File: config.mk
export PLATFORM = sky130hd
export DESIGN_NAME = fg_prog_sequencer
export DESIGN_NICKNAME = d
export VERILOG_FILES = /design/src/rtl/fpaa_prog_pkg.sv /design/src/rtl/fg_prog_timer.sv /design/src/rtl/fg_prog_sequencer.sv
export SDC_FILE = /design/constraint.sdc
export NUM_CORES = 1
export LEC_CHECK = 0
export ABC_AREA = 0
export ABC_CLOCK_PERIOD_IN_PS = 7200
export CORE_ASPECT_RATIO = 2
export CORE_MARGIN = 2
export CORE_UTILIZATION = 57
export CTS_BUF_LIST = sky130_fd_sc_hd__clkbuf_16
export DETAILED_ROUTE_END_ITERATION = 7
export PLACE_DENSITY = 0.85
export SKIP_CTS_REPAIR_TIMING = 1
export SYNTH_ARGS = -nofsm -noshare
export SYNTH_HDL_FRONTEND = slang
export SYNTH_SLANG_ARGS = --single-unit
File: constraint.sdc
create_clock -name clk -period 7.2 [get_ports clk]
set_clock_uncertainty 0.2 [all_clocks]
set_input_delay 1.44 -clock clk [delete_from_list [all_inputs] [get_ports clk]]
set_output_delay 1.44 -clock clk [all_outputs]
set_load 0.05 [all_outputs]
File: src/rtl/fpaa_prog_pkg.sv
// Shared types for the floating-gate programming sequencer.
// Holds the command opcode, the response status codes and the FSM state
// encoding used by fg_prog_sequencer.
package fpaa_prog_pkg;

  typedef enum logic [1:0] {
    OP_INJECT = 2'd0,
    OP_TUNNEL = 2'd1,
    OP_READ   = 2'd2,
    OP_RUN    = 2'd3
  } op_e;

  typedef enum logic [1:0] {
    ST_OK        = 2'd0,
    ST_RANGE_ERR = 2'd1,
    ST_ABORTED   = 2'd2
  } status_e;

  typedef enum logic [2:0] {
    S_IDLE,
    S_SETUP,
    S_ENABLE,
    S_PULSE,
    S_RELEASE,
    S_RESP
  } state_e;

endpackage

File: src/rtl/fg_prog_timer.sv
// Loadable down-counter shared by the settle and pulse intervals.
// Ports:
//   clk, rst_n  clock and asynchronous active-low reset
//   load        load load_val on the next edge (wins over counting)
//   load_val    value to load; an interval of N cycles loads N-1
//   value       current count; decrements to 0 and holds there
//   expire      high while value is 0 (last cycle of the interval)
module fg_prog_timer #(
  parameter int W = 16
) (
  input  logic         clk,
  input  logic         rst_n,
  input  logic         load,
  input  logic [W-1:0] load_val,
  output logic [W-1:0] value,
  output logic         expire
);

  always_ff @(posedge clk or negedge rst_n) begin
    if (!rst_n) begin
      value <= '0;
    end else if (load) begin
      value <= load_val;
    end else if (value != '0) begin
      value <= value - W'(1);
    end
  end

  assign expire = (value == '0);

endmodule

File: src/rtl/fg_prog_sequencer.sv
// Programming sequencer for one tile island: accepts one command over a
// valid/ready handshake, walks the decoders and prog switches through
// SETUP -> ENABLE -> PULSE -> RELEASE, and returns a status response.
// Ports:
//   cmd_valid/cmd_ready, cmd_op, cmd_row, cmd_col, cmd_pulse  command in
//   abort                      synchronous abort request
//   dec_row_addr, dec_col_addr, dec_enable                     decoders
//   drain_sel, prog_en, vtun_en, meas_strobe, run_en           switches
//   rsp_valid/rsp_ready, rsp_status                            response
module fg_prog_sequencer
  import fpaa_prog_pkg::*;
#(
  parameter int ROW_BITS   = 6,
  parameter int COL_BITS   = 6,
  parameter int NUM_ROWS   = 10,
  parameter int NUM_COLS   = 22,
  parameter int PW_W       = 16,
  parameter int SETTLE_CYC = 8
) (
  input  logic                clk,
  input  logic                rst_n,
  input  logic                cmd_valid,
  output logic                cmd_ready,
  input  logic [1:0]          cmd_op,
  input  logic [ROW_BITS-1:0] cmd_row,
  input  logic [COL_BITS-1:0] cmd_col,
  input  logic [PW_W-1:0]     cmd_pulse,
  input  logic                abort,
  output logic [ROW_BITS-1:0] dec_row_addr,
  output logic [COL_BITS-1:0] dec_col_addr,
  output logic                dec_enable,
  output logic                drain_sel,
  output logic                prog_en,
  output logic                vtun_en,
  output logic                meas_strobe,
  output logic                run_en,
  output logic                rsp_valid,
  input  logic                rsp_ready,
  output logic [1:0]          rsp_status
);

  localparam int TW = (PW_W > 8) ? PW_W : 8;
  localparam logic [TW-1:0] SETTLE_LD = TW'(SETTLE_CYC - 1);

  state_e          state;
  op_e             op_q;
  logic [PW_W-1:0] pulse_q;
  logic            aborted_q;

  logic            timer_load;
  logic [TW-1:0]   timer_load_val;
  logic [TW-1:0]   timer_value;
  logic            timer_expire;

  logic            accept;
  logic            addr_ok;
  op_e             cmd_op_e;

  assign cmd_op_e = op_e'(cmd_op);
  assign accept   = cmd_valid && cmd_ready && (state == S_IDLE);
  assign addr_ok  = (int'(cmd_row) < NUM_ROWS) && (int'(cmd_col) < NUM_COLS);

  // Timer reloads on every transition into a timed state, so each interval
  // of N cycles starts at N-1 and the state ends on the cycle it reads 0.
  // NOTE: every always_comb output gets a default first so no latch is inferred.
  always_comb begin
    timer_load     = 1'b0;
    timer_load_val = SETTLE_LD;
    case (state)
      S_IDLE:   timer_load = accept && addr_ok && (cmd_op_e != OP_RUN);
      S_SETUP:  timer_load = timer_expire && !abort;
      S_ENABLE: begin
        timer_load = timer_expire && !abort;
        if (pulse_q != '0) timer_load_val = TW'(pulse_q) - TW'(1);
      end
      S_PULSE:  timer_load = timer_expire || abort;
      default:  timer_load = 1'b0;
    endcase
  end

  fg_prog_timer #(.W(TW)) u_timer (
    .clk      (clk),
    .rst_n    (rst_n),
    .load     (timer_load),
    .load_val (timer_load_val),
    .value    (timer_value),
    .expire   (timer_expire)
  );

  // NOTE: sequential state uses non-blocking assignments so every register
  // samples pre-edge values regardless of statement order.
  always_ff @(posedge clk or negedge rst_n) begin
    if (!rst_n) begin
      state        <= S_IDLE;
      op_q         <= OP_INJECT;
      pulse_q      <= '0;
      aborted_q    <= 1'b0;
      cmd_ready    <= 1'b0;
      dec_row_addr <= '0;
      dec_col_addr <= '0;
      dec_enable   <= 1'b0;
      drain_sel    <= 1'b0;
      prog_en      <= 1'b0;
      vtun_en      <= 1'b0;
      meas_strobe  <= 1'b0;
      run_en       <= 1'b0;
      rsp_valid    <= 1'b0;
      rsp_status   <= ST_OK;
    end else begin
      meas_strobe <= 1'b0;
      case (state)
        S_IDLE: begin
          cmd_ready <= 1'b1;
          if (accept) begin
            cmd_ready <= 1'b0;
            op_q      <= cmd_op_e;
            pulse_q   <= cmd_pulse;
            aborted_q <= 1'b0;
            if (cmd_op_e == OP_RUN) begin
              run_en     <= 1'b1;
              rsp_status <= ST_OK;
              rsp_valid  <= 1'b1;
              state      <= S_RESP;
            end else if (!addr_ok) begin
              rsp_status <= ST_RANGE_ERR;
              rsp_valid  <= 1'b1;
              state      <= S_RESP;
            end else begin
              run_en       <= 1'b0;
              dec_row_addr <= cmd_row;
              dec_col_addr <= cmd_col;
              state        <= S_SETUP;
            end
          end
        end
        S_SETUP, S_ENABLE: begin
          if (abort) begin
            dec_enable <= 1'b0;
            drain_sel  <= 1'b0;
            rsp_status <= ST_ABORTED;
            rsp_valid  <= 1'b1;
            state      <= S_RESP;
          end else if (timer_expire && state == S_SETUP) begin
            dec_enable <= 1'b1;
            drain_sel  <= (op_q != OP_TUNNEL);
            state      <= S_ENABLE;
          end else if (timer_expire) begin
            if (pulse_q == '0) begin
              state <= S_RELEASE;
            end else begin
              prog_en     <= (op_q == OP_INJECT);
              vtun_en     <= (op_q == OP_TUNNEL);
              meas_strobe <= (op_q == OP_READ) && (pulse_q == PW_W'(1));
              state       <= S_PULSE;
            end
          end
        end
        S_PULSE: begin
          if (abort || timer_expire) begin
            prog_en <= 1'b0;
            vtun_en <= 1'b0;
            if (abort) aborted_q <= 1'b1;
            state <= S_RELEASE;
          end else begin
            // Strobe lands on the cycle where the counter will read 0.
            meas_strobe <= (op_q == OP_READ) && (timer_value == TW'(1));
          end
        end
        S_RELEASE: begin
          if (abort) aborted_q <= 1'b1;
          if (timer_expire) begin
            dec_enable <= 1'b0;
            drain_sel  <= 1'b0;
            rsp_status <= (abort || aborted_q) ? ST_ABORTED : ST_OK;
            rsp_valid  <= 1'b1;
            state      <= S_RESP;
          end
        end
        S_RESP: begin
          if (rsp_ready) begin
            rsp_valid <= 1'b0;
            cmd_ready <= 1'b1;
            state     <= S_IDLE;
          end
        end
        default: state <= S_IDLE;
      endcase
    end
  end

endmodule

==> results of run 1 <==
## layout make-up
| type | count | area [um2] |
|---|---|---|
| clock buffer | 9 | 225 |
| clock inverter | 7 | 81.3 |
| fill | 401 | 1470 |
| inverter | 10 | 37.5 |
| multi-input combinational | 282 | 1750 |
| sequential | 60 | 1500 |
| tap | 61 | 76.3 |
| timing repair buffer | 58 | 571 |
## layout by cell type (no fill, tap or decap), types with 3 or more instances in the layout
cell type	count
nand2b_1	8
or3_1	4
nor4_1	9
xor2_1	9
nor3_1	11
nor2b_1	8
a2bb2oi_1	3
a21oi_1	12
clkbuf_16	9
nor2_1	32
clkinv_1	3
ha_1	4
xnor2_1	13
nand2_1	72
mux2_2	11
clkdlybuf4s50_1	55
a31oi_1	7
o21ai_0	11
inv_1	10
dfrtp_1	60
nand4_1	3
nand3_1	5
o211ai_1	6
o22ai_1	14
## metal layers
layer | routed length (um) | part of all wire, % | GRT usage, % | vias up
li1 | - | - | - | 1405
met1 | 2910 | 33 | 30.3 | 1484
met2 | 5070 | 57 | 55.8 | 139
met3 | 482 | 5.4 | 7.37 | 41
met4 | 421 | 4.7 | 17.8 | 0
met5 | 0 | 0 | 0 | -
## state kept, by name, indices dropped and copies added (netlist names)
name,count
meas_strobe,1
vtun_en,1
rsp_valid,1
prog_en,1
drain_sel,1
pulse_q,16
dec_col_addr,6
op_q,2
aborted_q,1
cmd_ready,1
dec_enable,1
u_timer.value,16
run_en,1
rsp_status,2
state,3
dec_row_addr,6
## critical path, stage by stage
cell and delay, ps:
clkdlybuf4s50_1 470, a2111oi_0 500, o211ai_1 310, nor2_4 430
nand3b_1 440, or3_1 190, o211ai_1 90
## logic make-up after synthesis
family / synth area share [%]
multiplexers: 4.74
XOR/XNOR: 5.75
adder cells (fa/ha/maj): 1.49
AO/OA/AOI/OAI: 14.2
flip-flops: 44.8
buffers and inverters: 3.21
AND/OR/NAND/NOR: 25.8
## power by group through the flow
stage	registers [W]	logic (W)	clock network (W)
2_1_floorplan	0.000660	0.000435	0
3_3_place_gp	0.000607	0.000672	0
3_5_place_dp	0.000618	0.000689	0
4_1_cts	0.000614	0.000702	0.000448
5_1_grt	0.000641	0.000767	0.000463
6_report	0.000619	0.000704	0.000446
## through the flow
step	total power [W]	hold slack, ps	area (um2)
after CTS	0.00176	303	4240
after global routing	0.00187	337	4240
after floorplan	0.00110	282	3350
final	0.00177	306	4240
after detailed placement	0.00131	292	3930
after global placement	0.00128	281	3930
## final timing paths
path                            startpoint                to  slack (ps)  depth (start not counted)
worst max-delay path             cmd_op[0]  u_timer.value[7]        3320                          7
worst min-delay path               prog_en           prog_en         310                          1
worst max register to register    state[0]  u_timer.value[7]        3940                          6
worst min register to register     prog_en           prog_en         310                          1
max in group asynchronous            rst_n     rsp_status[1]        5240                          2
min in group asynchronous            rst_n       meas_strobe        1040                          2
==> results.cfg, run 1 <==
[status]
outcome = finished clean

[synth]
yosysMostFrequentCell = nand2_1
yosys_warnings = 0
ys_ff_latch = 60
yosys-top-cells-count = nand2_1, dfrtp_1, nor2_1
synth_seq_area_share_pct = 44.8
synth_cell_types = 55
synth_area_leaders = dfrtp_1, nand2_1, mux2_2, nor2_1, xnor2_1
syn_avg_cell_area_um2 = 9.13
synth_area_mm2 = 0.00335
syn_nets = 406
syn_inst = 367
synthArstFlopShare_pct = 100
synth_edf_count = 0
synth_top_area_cell = dfrtp_1
yosys.area.top_type_share_pct = 44.8
synth-main-ff-cell = dfrtp_1

[timing]
worstMarginPinSlew_ps = 754
report.final.slew_viol_count = 0
final_hold_viol_count = 0
max_freq_mhz = 258
setup_tns_ps = 0
fin_ws_ps = 3320
rsz0062_at_grt = no
slew_headroom_pct = 49.7
fin_crit_ps = 3880
final-setup-viol-count = 0
period_share_pct = 53.8

[pwr]
netSwitchingPower_w = 0.000719
switching_share_pct = 40.6
peakVddDrop_uv = 327
intPower_w = 0.00105
power_frac_clock_pct = 25.2
p_leak_nw = 1.84
seq_power_share_pct = 35.0
comb_power_share_pct = 39.8
power_density_mw_per_mm2 = 417

[cts]
cts_tree = done
numCtsBuffers = 9
clkTransAtPathRegs_ps = 50
cts_buffer_depth = 2
htree_levels = 3
insertion_delay_ps = 330
cts.sinks = 60
clockRootBuffer = clkbuf_16

[drt]
wl_mm = 8.89
post-route-drc-count = 0
routed_via_density = 6.30
first_iter_violations = 164
firstDrtPassIters = 4
ant_nets = 0
vias = 3069
wl_per_cell_um = 18.3

[die]
num_rows = 39
fp.dieH_um = 112
io_pins = 57
start_util_pct = 58.7
dieArea_mm2 = 0.00655
placeableCoreArea_mm2 = 0.00571
die_w_um = 58.2

[placed_design]
port_buffers = 56
dp.cells = 471
hpwl_mm = 6.43
place.gp.congestion = 0.971
place_ws_ps = 3020

[finish]
finalNonFillerCells = 487
antennaDiodeCount = 0
area_growth_pct = 26.5
drive_gt1_share_pct = 9.15
finalNetCount = 460
postLayoutCoreUtil_pct = 74.3

[global_routing]
grt_pass1_vias = 3331
grt_max_degree = 61
grt_overflow = 0
grtUsageTotal_pct = 30.8
grt_first_pass_wirelength_mm = 15.2
antenna_found_initial = 0

[setup_path]
end_kind = flip-flop
worst_setup_path_start_kind = input pin
crit_required_ps = 7200
cp_data_arrival_time_ps = 3880
worst-setup-path-type = in -> reg
crit_path_max_fanout = 16

[worst_hold_path]
min_path_type = reg -> reg

[job]
maxCapViolCount = 0
(Power assumes the default switching activity.)
==> inputs of run 2 (changes only) <==
- ABC_CLOCK_PERIOD_IN_PS: 7200 -> 4000
- CORE_UTILIZATION: 57 -> 53
- PLACE_DENSITY: 0.85 -> 0.8
- clock period: 7.2 -> 4 ns (I/O delays scaled with it)
==> results.cfg, run 2 (synthesized netlist as in run 1, its figures left out) <==
[status]
outcome = finished clean

[global_routing]
grt_overflow = 0
gr-usage-met2_pct = 43.3
grt_pass1_vias = 2906
antenna_found_initial = 0
grt_max_degree = 37
use_met1_pct = 30.7
grtUsageTotal_pct = 25.6
top_usage_layer = met2
use_met3_pct = 5.32
grt_first_pass_wirelength_mm = 13.5

[drt]
post-route-drc-count = 0
ant_nets = 0
vias = 2948
wl_mm = 8.06
first_iter_violations = 202
wl_per_cell_um = 15.7
routed_via_density = 5.75
firstDrtPassIters = 6

[setup_path]
regToRegEndpoint = u_timer.value[7]
r2r_cells = 8
worst-setup-path-type = reg -> reg
timing.rr.start = u_timer.value[0]
worst_setup_path_start_kind = flip-flop
r2r_slack_ps = 840
crit_required_ps = 4000
end_kind = flip-flop
cp_data_arrival_time_ps = 3160
crit_path_max_fanout = 12

[placed_design]
hpwl_mm = 5.90
dp.cells = 497
place.gp.congestion = 0.850
port_buffers = 56

[worst_hold_path]
min_path_type = reg -> reg
holdPathStages = 1
hold_end = dec_row_addr[0]
holdCritStartpoint = dec_row_addr[0]

[finish]
top_regs = pulse_q: 16 flops, u_timer.value: 16 flops
area_growth_pct = 26.1
drive_gt1_share_pct = 8.67
finalNetCount = 461
final_common_cell = nand2_1
layout_common_cells = nand2_1, dfrtp_1, clkdlybuf4s50_1
antennaDiodeCount = 0
finalNonFillerCells = 513

[timing]
final_hold_viol_count = 0
final-setup-viol-count = 0
period_share_pct = 78.9
max_freq_mhz = 317
rsz0062_at_grt = no
worstMarginPinSlew_ps = 795
slew_headroom_pct = 47.0
setup_tns_ps = 0
fin_crit_ps = 3160
report.final.slew_viol_count = 0

[die]
fp.dieH_um = 116
die_w_um = 60.2
dieArea_mm2 = 0.00702
placeableCoreArea_mm2 = 0.00621
io_pins = 57
num_rows = 41
start_util_pct = 54.0

[cts]
cts_buffer_depth = 2
htree_levels = 3
cts.sinks = 60
numCtsBuffers = 9
insertion_delay_ps = 330
clockRootBuffer = clkbuf_16
clkTransAtPathRegs_ps = 50
cts_tree = done

[pwr]
p_leak_nw = 1.83
peakVddDrop_uv = 424
power_density_mw_per_mm2 = 711

[job]
maxCapViolCount = 0
[run 2: changes by cell type in the layout (fill, tap and decap cells not counted), sizes merged]
cell and change:
inv +3, bufinv -2, buf +1, clkinv -1
[run 2: how the worst max path moves through the flow]
stage,startpoint,endpoint,slack (ps),depth (start not counted)
global route,u_timer.value[0],u_timer.value[7],670,8
floorplan,u_timer.value[0],rsp_status[0],1410,9
CTS,u_timer.value[0],u_timer.value[7],860,8
global placement,cmd_valid,u_timer.value[7],810,7
finish,u_timer.value[0],u_timer.value[7],840,8
detailed placement,cmd_op[0],u_timer.value[2],680,7
[run 2: worst max-delay path, cell delays in order (launching register included)]
cell      delay, ps
dfrtp_1         410
inv_1           110
ha_1            290
nor4b_4         480
or3b_4          480
or2_1           370
nand3b_1        420
or3_1           180
o211ai_1         80
[run 2: metrics by stage]
step | setup slack [ps] | area (um2) | hold WS (ps) | util [%] | power, W
finish | 843 | 4230 | 305 | 68.1 | 0.00300
CTS | 864 | 4230 | 306 | 68.1 | 0.00300
global placement | 813 | 3970 | 291 | 64.0 | 0.00229
floorplan | 1410 | 3350 | 282 | - | 0.00197
detailed placement | 681 | 3970 | 290 | 64.0 | 0.00233
global route | 675 | 4230 | 315 | 68.1 | 0.00319
[run 2: area by class of cell]
| class | count | area, um2 |
|---|---|---|
| clock buffer | 9 | 225 |
| clock inverter | 7 | 27.5 |
| fill | 493 | 1980 |
| inverter | 10 | 37.5 |
| multi-input combinational | 282 | 1750 |
| sequential | 60 | 1500 |
| tap | 86 | 108 |
| timing repair buffer | 59 | 578 |
[run 2: layer usage]
metal	share of wire (%)	vias up	routed length [um]
li1	-	1409	-
met5	0	-	0
met3	5.8	10	468
met2	53	122	4260
met4	1.3	0	104
met1	40	1407	3230
[run 2: power breakdown]
part | internal [W] | switching (W)
Sequential | 0.000826 | 0.000281
Clock | 0.000402 | 0.000249
Combinational | 0.000530 | 0.000716
==> inputs of run 3 (changes only) <==
- ABC_CLOCK_PERIOD_IN_PS: 4000 -> 2600
- CORE_UTILIZATION: 53 -> 48
- PLACE_DENSITY: 0.8 -> 0.76
- clock period: 4 -> 2.6 ns (I/O delays scaled with it)
==> results.cfg, run 3 (synthesized netlist as in run 1, its figures left out) <==
[finish]
drive_gt1_share_pct = 17.4
finalNetCount = 500
area_growth_pct = 37.1
final_common_cell = nand2_1
postLayoutCoreUtil_pct = 67.2
n_fill_cell = 558
antennaDiodeCount = 0
layout_common_cells = nand2_1, dfrtp_1, clkdlybuf4s50_1
top_regs = pulse_q: 16 flops, u_timer.value: 16 flops

[drt]
wl_mm = 8.87
vias = 3089
firstDrtPassIters = 4
routed_via_density = 5.57
first_iter_violations = 187
wl_per_cell_um = 16.0
post-route-drc-count = 0
ant_nets = 0

[cts]
cts_tree = done
insertion_delay_ps = 330
clockRootBuffer = clkbuf_16
htree_levels = 3
numCtsBuffers = 9
clkTransAtPathRegs_ps = 50
cts.sinks = 60
cts_buffer_depth = 2

[worst_hold_path]
min_path_type = in -> async

[global_routing]
grtUsageTotal_pct = 25.5
grt_pass1_vias = 3130
grt_first_pass_wirelength_mm = 15.1
grt_overflow = 0
antenna_found_initial = 0
grt_max_degree = 40

[die]
dieArea_mm2 = 0.00771
start_util_pct = 49.1
fp.dieH_um = 122
die_w_um = 63.1
io_pins = 57
placeableCoreArea_mm2 = 0.00683
num_rows = 43

[timing]
worstMarginPinSlew_ps = 520
period_share_pct = 95.8
fin_crit_ps = 2490
report.final.slew_viol_count = 0
final_hold_viol_count = 21
max_freq_mhz = 401
rsz0062_at_grt = no
fin_hold_ws_ps = -37.3
slew_headroom_pct = 65.2
final-setup-viol-count = 0

[setup_path]
crit_required_ps = 2620
end_kind = flip-flop
crit_path_max_fanout = 5
worst_setup_path_start_kind = flip-flop
cp_data_arrival_time_ps = 2510
worst-setup-path-type = reg -> reg

[placed_design]
place.gp.congestion = 0.868
port_buffers = 56
hpwl_mm = 6.57

[pwr]
peakVddDrop_uv = 550
p_leak_nw = 2.04
p_total_w = 0.00512
power_density_mw_per_mm2 = 1110

[status]
outcome = finished with violations
violations = hold timing

[job]
maxCapViolCount = 0
==> run 3: area by class of cell <==
class                      instances  area (um2)  area share [%]
sequential                        60        1500            32.7
timing repair buffer              98         883            19.2
inverter                          10        37.5           0.817
clock buffer                       9         225            4.90
tap                               90         113            2.45
clock inverter                     6        80.1            1.74
multi-input combinational        282        1750            38.2
==> run 3: power by group <==
part / switching (W) / internal, W
clock network: 0.000406 / 0.000823
logic: 0.00125 / 0.00101
registers: 0.000363 / 0.00127
total: 0.00202 / 0.00310
==> run 3: metrics by stage <==
step                      hold slack, ps  TNS [ps]  setup WS, ps  area (um2)  std cells
after global placement               286     -1050         -72.7        4280        539
after global routing                4.36         0         0.793        4590        555
after detailed placement             294     -2290          -133        4280        539
after CTS                          -34.4     -26.8         -23.9        4580        554
final                              -37.3         0           109        4590        555
after floorplan                     24.4         0          6.23        3350        367
==> run 3: path summary, 6_finish.rpt <==
path                       slack [ps]  cells after the start              from               to
min in group clk                  300                      1   dec_col_addr[5]  dec_col_addr[5]
hold reg to reg                   300                      1   dec_col_addr[5]  dec_col_addr[5]
max in group asynchronous        1650                      2             rst_n           run_en
hold / removal                    -40                      1             rst_n       pulse_q[0]
setup reg to reg                  110                      8  u_timer.value[1]    rsp_status[0]
setup / recovery                  110                      8  u_timer.value[1]    rsp_status[0]
==> run 3: worst max-delay path, stage by stage, from the launching register on <==
cell      delay, ps
dfrtp_1         390
inv_1           110
ha_2            200
nor4b_4         250
or3b_4          450
or2_4           290
nand2_4          80
o221ai_4        100
mux2_4          310
==> run 3: routing by layer <==
metal	global-route usage, %	share of wire, %	wire length, um	up-vias
met5	0	0	0	-
met4	11.0	2.0	174	0
met2	43.9	53	4670	97
met1	29.8	40	3550	1498
li1	-	-	-	1481
met3	6.37	5.3	468	13
==> RTL change: new RTL, config.mk and constraints of run 2 <==
Register the output `rsp_status` once more, without a reset; this adds one clock of latency there. The other outputs are not delayed to match.
--- a/src/rtl/fg_prog_sequencer.sv
+++ b/src/rtl/fg_prog_sequencer.sv
@@ -41,6 +41,8 @@
 
   localparam int TW = (PW_W > 8) ? PW_W : 8;
   localparam logic [TW-1:0] SETTLE_LD = TW'(SETTLE_CYC - 1);
+
+  logic [1:0] rsp_status_s0;
 
   state_e          state;
   op_e             op_q;
@@ -105,7 +107,7 @@
       meas_strobe  <= 1'b0;
       run_en       <= 1'b0;
       rsp_valid    <= 1'b0;
-      rsp_status   <= ST_OK;
+      rsp_status_s0 <= ST_OK;
     end else begin
       meas_strobe <= 1'b0;
       case (state)
@@ -118,11 +120,11 @@
             aborted_q <= 1'b0;
             if (cmd_op_e == OP_RUN) begin
               run_en     <= 1'b1;
-              rsp_status <= ST_OK;
+              rsp_status_s0 <= ST_OK;
               rsp_valid  <= 1'b1;
               state      <= S_RESP;
             end else if (!addr_ok) begin
-              rsp_status <= ST_RANGE_ERR;
+              rsp_status_s0 <= ST_RANGE_ERR;
               rsp_valid  <= 1'b1;
               state      <= S_RESP;
             end else begin
@@ -137,7 +139,7 @@
           if (abort) begin
             dec_enable <= 1'b0;
             drain_sel  <= 1'b0;
-            rsp_status <= ST_ABORTED;
+            rsp_status_s0 <= ST_ABORTED;
             rsp_valid  <= 1'b1;
             state      <= S_RESP;
           end else if (timer_expire && state == S_SETUP) begin
@@ -171,7 +173,7 @@
           if (timer_expire) begin
             dec_enable <= 1'b0;
             drain_sel  <= 1'b0;
-            rsp_status <= (abort || aborted_q) ? ST_ABORTED : ST_OK;
+            rsp_status_s0 <= (abort || aborted_q) ? ST_ABORTED : ST_OK;
             rsp_valid  <= 1'b1;
             state      <= S_RESP;
           end
@@ -188,5 +190,9 @@
     end
   end
 
+  always_ff @(posedge clk) begin
+    rsp_status <= rsp_status_s0;
+  end
+
 endmodule
 
Formal check against the unedited RTL: not equivalent (a bounded check fails within 4 cycles, from zero or initial values and one cycle with rst_n low).
==> RTL change against run 2 <==
  * Non-clock buffer count grew 4
  * Count of clock-buffer cells in the layout is the same
  * Sequential cell count grew 2
  * Wire length grew 12%
  * Clock power grew 48%
  * Synthesized cell count shrank 8.7%
  * Total power grew 11%
  * Largest cell class unchanged
  * Area after synthesis grew 3.6%
  * Worst setup slack gained 0.25 ns
  * Sequential share of layout area shrank 1.2 points
  * Sequential power grew 9%
  * Design area grew 6.2%
  * Global-route usage grew 2.8 points
==> RTL change: results (changes against run 2) <==
status:
  status: "finished, final reports clean"
final_layout:
  nNonClkInverters: 6  # -4
  nets: 431  # -6.5%
  clkCellAreaFrac: 0.0828  # +0.0230
  multi_input_area_share: 0.409  # -0.00426
  design.seq.count: 62  # +3.3%
  layout.area.seq_um2: 1540  # +2.7%
global_routing:
  met2_usage: 0.459  # +0.0261
  grt_pass1_vias: 3073  # +5.7%
  grt_pass1_wl_um: 15100  # +12%
  grtUsageMet1: 0.311  # +0.00391
  grt_max_degree: 52  # +41%
yosys:
  synth_compound_area_frac: 0.143  # +0.000485
  synthXorXnorAreaFrac: 0.0706  # +0.0131
  syn_inst: 335  # -8.7%
  ys_types: 59  # +7.3%
  syn_area_per_cell_um2: 10.4  # +13%
  netlist_top_cells_area: "dfrtp_1 43%, mux2_2 10%, xnor2_1 5.3%, nand2_1 2.5%, nor2_1 2.1%"
sta:
  max_freq_ghz: 0.344  # +8.6%
  hold-worst-slack_ns: 0.172  # -0.133 ns
critical_path:
  cp.arrival_ns: 2.92  # -0.24 ns
  path_max_fanout: 7  # -5
  endpoint: "vtun_en$_DFFE_PN0P_"
  cp_slowest_cell: "nor4_1"
  cpPeakStageDelay_ns: 0.66  # +0.18 ns
detailed_routing:
  vias: 2927  # -0.71%
  viasPerCell: 6.06  # +5.5%
  routedWlPerCell_um: 18.8  # +19%
  wl_met3_um: 410  # -12%
  wl_met1_um: 3080  # -4.6%
placed_design:
  dpl_cell_area_um2: 4120  # +3.7%
  place_ws_ns: 0.735  # +0.0535 ns
  placed_cells: 467  # -6.0%
power:
  pwr.group.combinational_w: 0.00114  # -9%
  p_total_w: 0.00332  # +11%
## RTL change: changes by cell type in the layout (fill, tap and decap cells not counted), sizes merged, moves of 5 or more
cell	change
o22ai	-5
nand2	-49
xnor2	+8
or4	+7
inv	-8
nor3b	+5
nand2b	-6
mux2	+19
nor2	-14
## RTL change: worst min path at each step
stage	from	end	cells after the start
floorplan	rsp_status_s0[1]$_DFFE_PN0P_	rsp_status[1]$_DFF_P_	0
global placement	rsp_status_s0[1]$_DFFE_PN0P_	rsp_status[1]$_DFF_P_	0
detailed placement	rsp_status_s0[1]$_DFFE_PN0P_	rsp_status[1]$_DFF_P_	0
CTS	rsp_status_s0[1]$_DFFE_PN0P_	rsp_status[1]$_DFF_P_	0
global route	rsp_status_s0[1]$_DFFE_PN0P_	rsp_status[1]$_DFF_P_	0
finish	rsp_status_s0[1]$_DFFE_PN0P_	rsp_status[1]$_DFF_P_	0
